[src/rtl/instr_fetch_unit.sv]
// Fetch stage of the 8-bit CPU: program counter, IF/ID holding register with a
// valid/ready handshake to decode, local unconditional jumps, redirects and end-of-program halt.
module instr_fetch_unit #(
  parameter int ADDR_W     = 8,
  parameter int IMEM_DEPTH = 32,
  parameter int RESET_PC   = 0
) (
  input  logic              clk,
  input  logic              rst_n,
  output logic [ADDR_W-1:0] Read_Address,
  input  logic [7:0]        Instruction_In,
  output logic [7:0]        Instr_Out,
  output logic [ADDR_W-1:0] PC_Out,
  output logic              Instr_Valid,
  input  logic              Decode_Ready,
  input  logic              Redirect,
  input  logic [ADDR_W-1:0] Redirect_Addr,
  output logic              Halted,
  output logic [15:0]       Fetch_Count
);

  typedef enum logic [1:0] {S_BOOT, S_RUN, S_HOLD, S_HALT} state_t;

  // One extra bit so that IMEM_DEPTH == 2**ADDR_W is representable and never halts.
  localparam logic [ADDR_W:0]   DEPTH_L = (ADDR_W+1)'(IMEM_DEPTH);
  localparam logic [ADDR_W-1:0] PC_RST  = ADDR_W'(RESET_PC);

  state_t            r_state;
  logic [ADDR_W-1:0] r_pc;
  logic [7:0]        r_instr;
  logic [ADDR_W-1:0] r_pc_out;
  logic              r_valid;
  logic              r_halted;
  logic [15:0]       r_count;

  logic              w_jump;
  logic [ADDR_W-1:0] w_seq;
  logic [ADDR_W-1:0] w_next_pc;
  logic              w_next_oob;
  logic              w_redir_oob;
  logic              w_capture;

  // A jump keeps the upper bits of the sequential PC and replaces the low six bits.
  assign w_jump      = (Instruction_In[7:6] == 2'b11);
  assign w_seq       = r_pc + ADDR_W'(1);
  assign w_next_pc   = w_jump ? {w_seq[ADDR_W-1:6], Instruction_In[5:0]} : w_seq;
  assign w_next_oob  = ({1'b0, w_next_pc} >= DEPTH_L);
  assign w_redir_oob = ({1'b0, Redirect_Addr} >= DEPTH_L);
  assign w_capture   = ((r_state == S_RUN) || (r_state == S_HOLD)) &&
                       (!r_valid || Decode_Ready);

  always_ff @(posedge clk or negedge rst_n) begin
    if (!rst_n) begin
      r_state  <= S_BOOT;
      r_pc     <= PC_RST;
      r_instr  <= '0;
      r_pc_out <= '0;
      r_valid  <= 1'b0;
      r_halted <= 1'b0;
      r_count  <= '0;
    end else if (r_state == S_BOOT) begin
      r_state <= S_RUN;
    end else if (Redirect) begin
      r_valid <= 1'b0;
      if (w_redir_oob) begin
        r_state  <= S_HALT;
        r_halted <= 1'b1;
      end else begin
        r_pc     <= Redirect_Addr;
        r_halted <= 1'b0;
        r_state  <= S_RUN;
      end
    end else begin
      case (r_state)
        S_RUN, S_HOLD: begin
          if (w_capture) begin
            r_instr  <= Instruction_In;
            r_pc_out <= r_pc;
            r_valid  <= 1'b1;
            if (r_count != 16'hFFFF) r_count <= r_count + 16'd1;
            if (w_next_oob) begin
              r_state  <= S_HALT;
              r_halted <= 1'b1;
            end else begin
              r_pc    <= w_next_pc;
              r_state <= S_RUN;
            end
          end else begin
            r_state <= S_HOLD;
          end
        end
        S_HALT: begin
          if (Decode_Ready) r_valid <= 1'b0;
        end
        default: r_state <= S_BOOT;
      endcase
    end
  end

  assign Read_Address = r_pc;
  assign Instr_Out    = r_instr;
  assign PC_Out       = r_pc_out;
  assign Instr_Valid  = r_valid;
  assign Halted       = r_halted;
  assign Fetch_Count  = r_count;

endmodule

[config.mk]
export PLATFORM = sky130hd
export DESIGN_NAME = instr_fetch_unit
export DESIGN_NICKNAME = d
export VERILOG_FILES = /design/src/rtl/instr_fetch_unit.sv
export SDC_FILE = /design/constraint.sdc
export NUM_CORES = 1
export LEC_CHECK = 0
export CELL_PAD_IN_SITES_DETAIL_PLACEMENT = 1
export CELL_PAD_IN_SITES_GLOBAL_PLACEMENT = 1
export CORE_MARGIN = 2
export CORE_UTILIZATION = 35
export DETAILED_ROUTE_END_ITERATION = 7
export GPL_TIMING_DRIVEN = 0
export PLACE_DENSITY_LB_ADDON = 0.1
export RECOVER_POWER = 100
export SLEW_MARGIN = 30
export SYNTH_ARGS = -nofsm -noshare
export SYNTH_HDL_FRONTEND = slang
export SYNTH_SLANG_ARGS = --single-unit
[constraint.sdc]
create_clock -name clk -period 2.8 [get_ports clk]
set_clock_uncertainty 0.2 [all_clocks]
set_input_delay 0.56 -clock clk [delete_from_list [all_inputs] [get_ports clk]]
set_output_delay 0.56 -clock clk [all_outputs]
set_load 0.02 [all_outputs]
# Yosys cells after proc, flatten, opt, wreduce, memory -nomap -nowiden
# Cells that the tools add are included.
# word_totals
register_bits	44
output_inout_bits	42
wordCells	59
input_bits	20
# classes
n_addsub	2
eq_ne	10
bitwise	2
muxes	21
reduce_logical	15
n_lt_le_gt_ge	2
# ops
op	n
8-bit 2-to-1 mux	5
16-bit by 1-bit adder with 16-bit output, second input constant	1
8-bit by 6-bit >= comparator with 1-bit output, second input constant	2
16-bit != test, second input constant	1
4-bit AND reduction	3
2-bit 2-to-1 mux	5
5-bit AND reduction	2
3-bit != test, second input constant	3
8-bit by 1-bit adder with 8-bit output, second input constant	1
1-bit 2-to-1 mux	8
2-bit == test, second input constant	3
6-bit 2-to-1 mux	1
2-bit nonzero test	3
2-bit != test, second input constant	2
2-bit one-hot mux with 2 select lines	1
3-bit nonzero test	1
2-bit by 1-bit == test with 1-bit output, second input constant	1
2-bit zero test	1
1-bit logical OR	2
1-bit inverter	2
1-bit one-hot mux with 2 select lines	1
2-bit OR reduction	1
1-bit logical AND	1
1-bit zero test	1

# Logic depth before layout (Yosys ltp)
# logic_depth
word_depth	8
depth_mapped	7
ltp_nobuf	7

# Worst setup path after synthesis
# Ideal clock, no wire load.
# synth_path
path_kind	register to register
startpoint	reg r_pc[0], in the netlist Read_Address[0]
endpoint	reg r_pc[1], in the netlist Read_Address[1]
setup_ns	0.125
arrival_time_ns	1.999
stages_incl_launch_ff	7
required_time_ns	2.475
slack_ns	0.476
synth_period_minus_slack_ns	2.324
n_path_buf	0
cell_sequence	dfrtp_1 -> ha_1 -> and3_4 -> a311oi_1 -> a31oi_2 -> o31ai_4 -> mux2_4
# synth_between
elab_chain_len	6
elab_cells_between_ends	9
cone_classes	1 x add/sub; 1 x order compare; 1 x eq/ne; 5 x mux; 1 x reduce/logical
# synth_rtl
element	line_no	rtl
from (decl)	29	logic [ADDR_W-1:0] r_pc;
from (signal assigned)	69	r_pc <= Redirect_Addr;
from (signal assigned)	85	r_pc <= w_next_pc;
8-bit by 1-bit adder with 8-bit output *	45	assign w_seq = r_pc + ADDR_W'(1);
parallel branches: the longest is 5 deep, another holds 8-bit by 6-bit >= comparator with 1-bit output	--	
# Every way passes the cells marked *. The select of a mux whose other input is x is not followed.
# A chain may end at the register's enable or synchronous reset.

# Final worst setup path
# Same ends and word-level chain as after synthesis.

==> metrics.md <==
| Metric | Value |
|---|---|
| Max rail drop VDD | 0.491 mV |
| Post-synth top flop | dfrtp_1 |
| DR WL met2 | 2.71 mm |
| CTS clk-pin slew, worst paths | 90 ps |
| Initial Util | 0.365 |
| Total track usage | 0.175 |
| Antenna diodes | 0 |
| First-pass GRT wire length | 9.77 mm |
| Synthesized area | 0.00218 mm² |
| Tcrit/Tclk final | 0.922 |
| Reg-to-Reg Start | Read_Address[0]$_DFFE_PN0P_ |
| Total of max-cap violations | 0 |
| YS warnings | 0 |
| Yosys reg bits | 44 |
| Area leader, netlist | dfrtp_1 |
| Run status | completed |
| Setup violations, final | 0 |
| Root Driver | clkbuf_8 |
| Met1 WL | 2.59 mm |
| Syn_nets | 250 |
| Final nets | 318 |
| Met3 wire length | 183 µm |
| Post-Route WL | 5.54 mm |
| Worst Hold Margin | 262 ps |
| Die Y-Extent | 82.8 µm |
| Worst Setup Start Kind | flip-flop |
| Overflow after GRT | 0 |
| Detailed router's first-iteration violation count | 70 |
| CTS buffer count | 5 |
| Initial antenna violation count | 0 |
| Worst Setup Path Type | reg2reg |
| Number of global-route vias before repair | 1980 |
| Non-Filler Instances | 370 |
| DP HPWL | 4.11 mm |
| P_leak | 1.38 nW |
| P per Cell Area | 921 mW/mm² |
| Die width | 82.8 µm |
| GP Congestion | 0.768 |
| Area contributors post-synth | dfrtp_1, nand2_1, xnor2_1 |
| Slew headroom | 0.247 |
| DRT Pass-1 Iters | 4 |
| Sequential element share of the synthesized area | 0.506 |
| I/O Buffers | 61 |
| P&R area growth vs syn | 36.7% |
| DR top layer | met4 |
| Residual DRC | 0 |
| Crit path DAT | 2570 ps |
| TritonCTS Sinks | 44 |
| Synth async-reset ratio | 1.00 |
| Worst R2R Path Depth | 6 |
| Setup crit start | Read_Address[0]$_DFFE_PN0P_ |
| Worst-path fanout max | 8 |
| Clock buffer depth | 2 |
| Max-slew violation count | 0 |
| Mean Syn Cell Area | 9.63 µm² |
| Req. time, crit path | 2790 ps |
| H-tree Lvls | 2 |
| Clock Latency Late Sink | 300 ps |
| Post-synth EDFFs | 0 |
| Netlist cell types | 41 |
| Inst Count DP | 362 |
| Drt wl/cell | 15.0 µm |
| Worst R2R Setup Slack | 220 ps |
| Number of fill cells in the layout | 707 |
| Fmax | 387 MHz |
| Syn Inst Count | 226 |
| Post-route ant nets | 0 |
| Cell Rows | 28 |
| Die area | 0.00686 mm² |
| Slew at the pin closest to its max-slew limit | 1130 ps |
| Final hold vios | 0 |
| Post-cts resize count | 0 |
| CTS tree | done |
| CTS Hold Bufs | 0 |
| Worst setup path endpoint | Read_Address[1]$_DFFE_PN0P_ |
| Crit path capture type | flip-flop |
| Layout cell share with drive strength beyond 1 | 0.0542 |
| Commonest non-fill, non-tap cell in the layout | nand2_1 |
| Via density | 5.06 |
| I/O pin count | 62 |
| Largest net degree at the start of global routing | 45 |
| HP Class | in2async |
| RSZ-0062 raised after global routing | false |
| Reg2Reg Capture Point | Read_Address[1]$_DFFE_PN0P_ |
| DR vias | 1873 |
| Area share of the largest cell type after synthesis | 0.506 |
| Crit path time final | 2580 ps |
| Postcts setup bufs | 0 |
| Most frequent cells in the layout | nand2_1, dfrtp_1, dlygate4sd3_1, nor2_1, clkdlybuf4s50_1 |
| Core Box Area | 0.00596 mm² |
==> Yosys cell counts (2+ instances only) <==
library cell / count
a21oi_1: 6
xnor2_1: 9
nor3_1: 4
mux2i_1: 6
a311oi_1: 2
ha_1: 4
and3_1: 4
nand3_1: 13
inv_1: 11
a211oi_1: 3
o21ai_0: 10
dfrtp_1: 44
xor2_1: 7
and2_1: 2
o21a_1: 2
clkbuf_1: 3
nand4_1: 6
nor2_1: 18
nand2_1: 50
==> state kept, by name, summed over array words and instances, names as in the netlist <==
name / cells
r_state: 2
Fetch_Count: 16
PC_Out: 8
Instr_Valid: 1
Halted: 1
Read_Address: 8
Instr_Out: 8
==> worst max-delay path, stage by stage (launching register included) <==
cell	delay (ps)
dfrtp_1	490
ha_1	280
and3_1	230
and3_1	190
a31oi_1	560
o31ai_4	180
mux2_1	350
==> per-stage QoR <==
| stage | power (mW) | setup TNS [ps] | worst slack (ps) | instance area [µm²] | util |
|---|---|---|---|---|---|
| global placement | 2.30 | -14190 | -324 | 2880 | 0.484 |
| finish | 2.74 | 0 | 218 | 2980 | 0.500 |
| floorplan | 1.76 | 0 | 476 | 2180 | - |
| detailed placement | 2.33 | -56.6 | -56.6 | 2880 | 0.483 |
| global route | 2.95 | 0 | 88.7 | 2980 | 0.500 |
| CTS | 2.87 | 0 | 259 | 3000 | 0.504 |
==> worst min path at each step <==
stage,cells past startpoint,slack [ps],to,start
CTS,1,70,PC_Out[0]$_DFFE_PN0P_,rst_n
finish,1,260,PC_Out[0]$_DFFE_PN0P_,rst_n
global placement,2,260,Instr_Out[3]$_DFFE_PN0P_,Instr_Out[3]$_DFFE_PN0P_
floorplan,0,60,Fetch_Count[0]$_DFFE_PN0P_,rst_n
detailed placement,2,270,Instr_Out[4]$_DFFE_PN0P_,Instr_Out[4]$_DFFE_PN0P_
global route,2,310,Instr_Out[3]$_DFFE_PN0P_,Instr_Out[3]$_DFFE_PN0P_
==> layer usage <==
| layer | vias up | global-route usage |
|---|---|---|
| met3 | 4 | 0.0388 |
| met5 | - | 0 |
| met2 | 40 | 0.281 |
| met4 | 0 | 0.0537 |
| li1 | 926 | - |
| met1 | 903 | 0.236 |
==> cell type report <==
class	count	area, µm²	area share
tap	75	93.8	0.0315
clock buffer	6	82.6	0.0278
sequential	44	1100	0.370
inverter	11	41.3	0.0139
timing repair buffer	61	606	0.204
clock inverter	2	38.8	0.0130
buffer	4	15.0	0.00505
multi-input combinational	167	997	0.335
==> report_power, final <==
part | internal [mW] | switching (mW)
clock network | 0.292 | 0.230
logic | 0.526 | 0.693
registers | 0.826 | 0.174
==> logic make-up (layout without fill, tap and decap cells) <==
family / count (synthesis) / after routing / share of synthesized area
flip-flops: 44 / 44 / 0.506
AND/OR/NAND/NOR: 105 / 105 / 0.220
XOR/XNOR: 16 / 16 / 0.0644
AO/OA/AOI/OAI: 34 / 34 / 0.121
adder cells (fa/ha/maj): 4 / 4 / 0.0230
buffers and inverters: 15 / 84 / 0.0259
multiplexers: 8 / 8 / 0.0397
Power figures use the tool's default switching activity.
